[src/rtl/dds_pkg.sv]
// Shared types and defaults for the DDS sweep sequencer and its dds_happen integration.
package dds_pkg;

    localparam int DDS_FW      = 32;
    localparam int DDS_PW      = 11;
    localparam int DDS_CW      = 16;
    localparam int DDS_LAT_DEF = 3;

    localparam int MODE_CONT = 0;
    localparam int MODE_TRI  = 1;

    typedef enum logic [1:0] {
        IDLE = 2'd0,
        UP   = 2'd1,
        DOWN = 2'd2
    } state_e;

endpackage

[src/rtl/dds_dwell_timer.sv]
// Per-step dwell down-counter: latches the dwell on load, pulses step_end on the last cycle
// of every step while running. A dwell of 0 behaves as 1.
module dds_dwell_timer
    import dds_pkg::*;
#(
    parameter int CW = DDS_CW
) (
    input  logic          clk,
    input  logic          rst,
    input  logic          load,
    input  logic          run,
    input  logic [CW-1:0] dwell,
    output logic          step_end
);

    logic [CW-1:0] period_q, period_d;
    logic [CW-1:0] cnt_q, cnt_d;
    logic [CW-1:0] load_val;

    always_comb begin
        load_val = (dwell == '0) ? '0 : dwell - 1'b1;
        period_d = period_q;
        cnt_d    = cnt_q;
        if (load) begin
            period_d = load_val;
            cnt_d    = load_val;
        end else if (run) begin
            cnt_d = (cnt_q == '0) ? period_q : cnt_q - 1'b1;
        end
    end

    always_ff @(posedge clk or posedge rst) begin
        if (rst) begin
            period_q <= '0;
            cnt_q    <= '0;
        end else begin
            period_q <= period_d;
            cnt_q    <= cnt_d;
        end
    end

    assign step_end = run && (cnt_q == '0);

endmodule

[src/rtl/dds_sweep_ctrl.sv]
// Stepped frequency sweep sequencer driving fword/pword/en of dds_happen.
//
//   state | meaning
//   IDLE  | DDS disabled, waiting for start
//   UP    | stepping k = 0..N, fword += f_step per step
//   DOWN  | triangle return leg, k = N-1..0, fword -= f_step per step
module dds_sweep_ctrl
    import dds_pkg::*;
#(
    parameter int FW      = DDS_FW,
    parameter int PW      = DDS_PW,
    parameter int CW      = DDS_CW,
    parameter int DDS_LAT = DDS_LAT_DEF
) (
    input  logic          clk,
    input  logic          rst,
    input  logic          start,
    input  logic          abort,
    input  logic [FW-1:0] f_start,
    input  logic [FW-1:0] f_step,
    input  logic [CW-1:0] n_steps,
    input  logic [CW-1:0] dwell,
    input  logic [PW-1:0] p_off,
    input  logic [1:0]    mode,
    output logic [FW-1:0] fword,
    output logic [PW-1:0] pword,
    output logic          dds_en,
    output logic          busy,
    output logic          done,
    output logic          out_valid,
    output logic [CW-1:0] step_idx
);

    localparam int LW = $clog2(DDS_LAT + 2);

    state_e        state_q, state_d;
    logic [FW-1:0] f_start_q, f_start_d;
    logic [FW-1:0] f_step_q, f_step_d;
    logic [FW-1:0] fword_q, fword_d;
    logic [CW-1:0] n_q, n_d;
    logic [CW-1:0] step_idx_q, step_idx_d;
    logic [1:0]    mode_q, mode_d;
    logic [PW-1:0] pword_q, pword_d;
    logic          busy_q, busy_d;
    logic          done_q, done_d;
    logic          valid_q, valid_d;
    logic [LW-1:0] lat_q, lat_d;
    logic          accept;
    logic          step_end;

    assign accept = (state_q == IDLE) && start && !abort;

    dds_dwell_timer #(.CW(CW)) u_dwell (
        .clk      (clk),
        .rst      (rst),
        .load     (accept),
        .run      (busy_q),
        .dwell    (dwell),
        .step_end (step_end)
    );

    always_comb begin
        state_d    = state_q;
        f_start_d  = f_start_q;
        f_step_d   = f_step_q;
        fword_d    = fword_q;
        n_d        = n_q;
        step_idx_d = step_idx_q;
        mode_d     = mode_q;
        pword_d    = pword_q;
        done_d     = 1'b0;

        case (state_q)
            IDLE: begin
                if (accept) begin
                    state_d    = UP;
                    f_start_d  = f_start;
                    f_step_d   = f_step;
                    n_d        = n_steps;
                    mode_d     = mode;
                    pword_d    = p_off;
                    fword_d    = f_start;
                    step_idx_d = '0;
                end
            end
            UP: begin
                if (step_end) begin
                    if (step_idx_q == n_q) begin
                        if (mode_q[MODE_TRI] && n_q != '0) begin
                            state_d    = DOWN;
                            step_idx_d = step_idx_q - 1'b1;
                            fword_d    = fword_q - f_step_q;
                        end else if (mode_q[MODE_CONT]) begin
                            // Reload from the latched start word so repeats never drift.
                            step_idx_d = '0;
                            fword_d    = f_start_q;
                        end else begin
                            state_d = IDLE;
                            done_d  = 1'b1;
                        end
                    end else begin
                        step_idx_d = step_idx_q + 1'b1;
                        fword_d    = fword_q + f_step_q;
                    end
                end
            end
            DOWN: begin
                if (step_end) begin
                    if (step_idx_q == '0) begin
                        if (mode_q[MODE_CONT]) begin
                            // Step 0 was just played; the next leg starts at k=1.
                            state_d    = UP;
                            step_idx_d = {{(CW-1){1'b0}}, 1'b1};
                            fword_d    = f_start_q + f_step_q;
                        end else begin
                            state_d = IDLE;
                            done_d  = 1'b1;
                        end
                    end else begin
                        step_idx_d = step_idx_q - 1'b1;
                        fword_d    = fword_q - f_step_q;
                    end
                end
            end
            default: state_d = IDLE;
        endcase

        if (abort) begin
            state_d = IDLE;
            done_d  = 1'b0;
        end

        busy_d  = (state_d != IDLE);
        lat_d   = busy_d ? ((lat_q == LW'(DDS_LAT)) ? lat_q : lat_q + 1'b1) : '0;
        valid_d = busy_d && (lat_q >= LW'(DDS_LAT));
    end

    always_ff @(posedge clk or posedge rst) begin
        if (rst) begin
            state_q    <= IDLE;
            f_start_q  <= '0;
            f_step_q   <= '0;
            fword_q    <= '0;
            n_q        <= '0;
            step_idx_q <= '0;
            mode_q     <= '0;
            pword_q    <= '0;
            busy_q     <= 1'b0;
            done_q     <= 1'b0;
            valid_q    <= 1'b0;
            lat_q      <= '0;
        end else begin
            state_q    <= state_d;
            f_start_q  <= f_start_d;
            f_step_q   <= f_step_d;
            fword_q    <= fword_d;
            n_q        <= n_d;
            step_idx_q <= step_idx_d;
            mode_q     <= mode_d;
            pword_q    <= pword_d;
            busy_q     <= busy_d;
            done_q     <= done_d;
            valid_q    <= valid_d;
            lat_q      <= lat_d;
        end
    end

    assign fword     = fword_q;
    assign pword     = pword_q;
    assign dds_en    = busy_q;
    assign busy      = busy_q;
    assign done      = done_q;
    assign out_valid = valid_q;
    assign step_idx  = step_idx_q;

endmodule

[config.mk]
export PLATFORM = sky130hd
export DESIGN_NAME = dds_sweep_ctrl
export DESIGN_NICKNAME = d
export VERILOG_FILES = /design/src/rtl/dds_pkg.sv /design/src/rtl/dds_dwell_timer.sv /design/src/rtl/dds_sweep_ctrl.sv
export SDC_FILE = /design/constraint.sdc
export NUM_CORES = 1
export LEC_CHECK = 0
export CAP_MARGIN = 20
export CORE_MARGIN = 8
export CORE_UTILIZATION = 42
export CTS_CLUSTER_DIAMETER = 100
export CTS_CLUSTER_SIZE = 10
export DETAILED_ROUTE_END_ITERATION = 10
export PLACE_DENSITY = 0.73
export SLEW_MARGIN = 10
export SYNTH_ARGS = -nofsm -noshare
export SYNTH_HDL_FRONTEND = slang
export SYNTH_HIERARCHICAL = 1
export SYNTH_SLANG_ARGS = --single-unit
[constraint.sdc]
create_clock -name clk -period 5.45 [get_ports clk]
set_input_delay 1.09 -clock clk [delete_from_list [all_inputs] [get_ports clk]]
set_output_delay 1.09 -clock clk [all_outputs]
set_load 0.01 [all_outputs]
==> results.md <==
* Status: completed
* Simple-Gate Fraction of Synth Area at 0.226
* M2 GR Usage at 0.418
* Largest net degree at the start of global routing at 95
* Tcrit/Tclk final at 0.768
* Max-slew violation count at 0
* GR Util met3 at 0.0607
* Seq/Total Area, Yosys at 0.296
* Antenna Diode Count at 0
* Xor/xnor share of the synthesized area at 0.0532
* CTS tree: yes
* WL/cell at 21.8 µm
* Postcts setup bufs at 0
* HPWL Detailed at 40,500 µm
* Commonest cells in the netlist: nand2_1, dfrtp_1, o21ai_0, a21oi_1, nor2_1
* Core region area at 0.0363 mm²
* WP data arrival at 4530 ps
* CTS root buf: clkbuf_16
* Sw Ratio at 0.469
* Cell taking the most area after synthesis: dfrtp_1
* Synth Area in Adders at 0.0898
* Post-synth EDFFs at 0
* Crit path largest cell delay at 780 ps
* Mapped Avg Cell Area at 7.68 µm²
* Antenna Nets Post-Route at 0
* Routability cong. at 0.984
* CTS Hold Bufs at 0
* Clock H-tree levels at 4
* Share of layout cells above drive strength 1 at 0.0430
* RSZ-0062 raised after global routing: false
* Ys flop type: dfrtp_1
* Vias at 15,795
* Top cell type's share of synthesized area at 0.296
* Hold crit path type: reg2reg
* Number of global-route vias before repair at 15,516
* Die area at 0.0428 mm²
* Startpoint Class: flip-flop
* LEAKAGE at 7.75 nW
* Final TNS setup at 0 ps
* Die Span Y at 207 µm
* Mapped Cells at 1,994
* Sink Count at 181
* TritonCTS Buffers at 17
* Met1 Track Usage GR at 0.337
* GRT Max-Usage Layer: met2
* Most instantiated library cell after synthesis: nand2_1
* DRC Markers at 0
* Number of synthesized register bits at 181
* Initial cell density of the core at 0.422
* DRT iter0 DRCs at 1,634
* Area contributors post-synth: dfrtp_1, ha_1, nand2_1, o21ai_0, a21oi_1
* Die W at 207 µm
* Post-layout min period at 4190 ps
* Latest clock arrival within the worst-skew pair at 480 ps
* Clock transition at path regs at 90 ps
* CTS max path bufs at 2
* Critical path's top delay family: simple AND/OR/NAND/NOR gates
* Final net count at 2,302
* Syn nets at 2,215
* Pwr Density at 385 mW/mm²
* First-pass DRT Iterations at 6
* Grt ovf at 0
* Max Cap Violations at 0
* Clock power frac at 0.193
* Area Growth Syn to Fin at 17.1%
* Setup violators final at 0
* Initial antenna violation count at 1
* Critical path type: reg2reg
* Unique masters post-synth at 94
* Vias per cell at 6.17
* Finished layout cell area at 0.0179 mm²
* Post-cts resize count at 0
* Worst vdd ir at 0.242 mV
* Asr flop ratio synth at 1.00
* Row Count at 70
* Worst Path Required at 5800 ps
* Net switching power at 3.24 mW
* Worst Path Buf+Inv at 1
* IO buf count at 175
* Worst slew margin at 0.247
* Reg power frac at 0.270
* Synth warnings at 6
* Dpl cell area at 0.0173 mm²
* Global-route wire length before repair at 86,800 µm
* Post-Syn Area at 0.0153 mm²
* Mux share of post-synthesis cell area at 0.0114
* Combinational power share at 0.536
* Largest family of logic cells by synthesized area: compound AO/OA/AOI/OAI gates
* Compound-cell area share of the yosys netlist at 0.266
* Slowest cell on crit path: nor3_1
* Final wirelength at 56,000 µm
* Max Fanout on Critical Path at 15
* Least-Margin Pin Slew at 1130 ps
* Crit path top cell by count: nor3_1
* Max Freq at 239 MHz
* Worst-path cell chain: nor4_1 -> nand3_1 -> nor3_1 -> mux2i_1 -> a21oi_1 -> o21a_1 -> nand2_1 -> buf_4 -> a2111oi_0 -> nor3_1
* Final number of hold-violating endpoints at 0
* Pint at 3.66 mW
* Worst Skew at 18.7 ps
* Num ports at 176
* Total track usage at 0.259
* Crit end category: flip-flop
==> cell usage in the layout, fill, tap and decap left out, types with 15 or more instances in the layout <==
| cell type | n |
|---|---|
| clkbuf_16 | 17 |
| o31ai_1 | 19 |
| a31oi_1 | 23 |
| clkdlybuf4s50_1 | 175 |
| xor2_1 | 41 |
| or3_1 | 26 |
| ha_1 | 104 |
| nor3_1 | 46 |
| nor2_1 | 134 |
| a21o_1 | 40 |
| and3_1 | 16 |
| xnor2_1 | 52 |
| nand2_1 | 344 |
| nand2b_1 | 23 |
| o22ai_1 | 21 |
| nor2b_1 | 17 |
| o221ai_1 | 22 |
| nand3_1 | 39 |
| a211oi_1 | 15 |
| o21ai_0 | 169 |
| nor4_1 | 29 |
| buf_4 | 19 |
| dfrtp_1 | 181 |
| o211ai_1 | 25 |
| inv_1 | 90 |
| a21oi_1 | 159 |
==> kinds of logic (layout without fill, tap and decap cells) <==
kind of cell	count (synthesis)	after routing
buffers and inverters	221	321
muxes	17	17
and+or+nand+nor	744	744
xor gates and xnor gates	93	93
adders and majority gates	108	108
AOI/OAI and AO/OA	630	630
DFF	181	181
==> routing by layer <==
metal	up-vias	wire length, µm	share of wire
met5	-	10	0.00018
met4	2	1700	0.030
li1	7340	-	-
met3	141	5510	0.098
met1	7494	23300	0.42
met2	818	25500	0.45
==> worst min-delay path, stage by stage, from the launching register on <==
cell	delay (ps)
dfrtp_1	350
nand2_1	50
nand2_1	50
==> worst paths after layout <==
| check | startpoint | endpoint | slack, ps | cells past startpoint |
|---|---|---|---|---|
| max in group asynchronous | rst | f_start_q[20] | 3230 | 3 |
| worst min register to register | pword[3] | pword[3] | 490 | 2 |
| worst max register to register | u_dwell/cnt_q[10] | fword[20] | 1260 | 10 |
| min in group asynchronous | rst | u_dwell/cnt_q[0] | 1130 | 3 |
| worst max-delay path | u_dwell/cnt_q[10] | fword[20] | 1260 | 10 |
| worst min-delay path | pword[3] | pword[3] | 490 | 2 |
==> registers in the layout, indices dropped and copies added, names as in the netlist <==
name,cells
f_start_q,32
f_step_q,32
fword,32
n_q,16
step_idx,16
u_dwell/cnt_q,16
u_dwell/period_q,16
pword,11
lat_q,3
mode_q,2
state_q,2
busy,1
done,1
out_valid,1
==> through the flow <==
stage	total power [mW]	instances	worst slack [ps]	util	hold WS, ps
CTS	6.84	2562	1330	0.494	495
finish	6.90	2562	1260	0.494	485
global route	7.32	2562	886	0.494	516
floorplan	4.31	1994	352	-	451
detailed placement	5.49	2530	1380	0.477	464
global placement	5.45	2530	1430	0.477	463
==> layout make-up <==
class,instances,area (µm²)
Clock buffer,17,425
Clock inverter,15,194
Fill cell,3609,18300
Inverter,94,360
Multi-Input combinational cell,1592,9910
Sequential cell,181,4530
Tap cell,468,586
Timing Repair Buffer,195,1910
==> power groups by stage <==
stage / logic (mW) / registers [mW] / clock network (mW)
final: 3.70 / 1.87 / 1.33
after global routing: 4.02 / 1.89 / 1.40
after CTS: 3.63 / 1.86 / 1.35
after detailed placement: 3.61 / 1.88 / 0
after global placement: 3.57 / 1.88 / 0
after floorplan: 2.50 / 1.82 / 0
No activity file was read; power rests on OpenSTA's default activity.
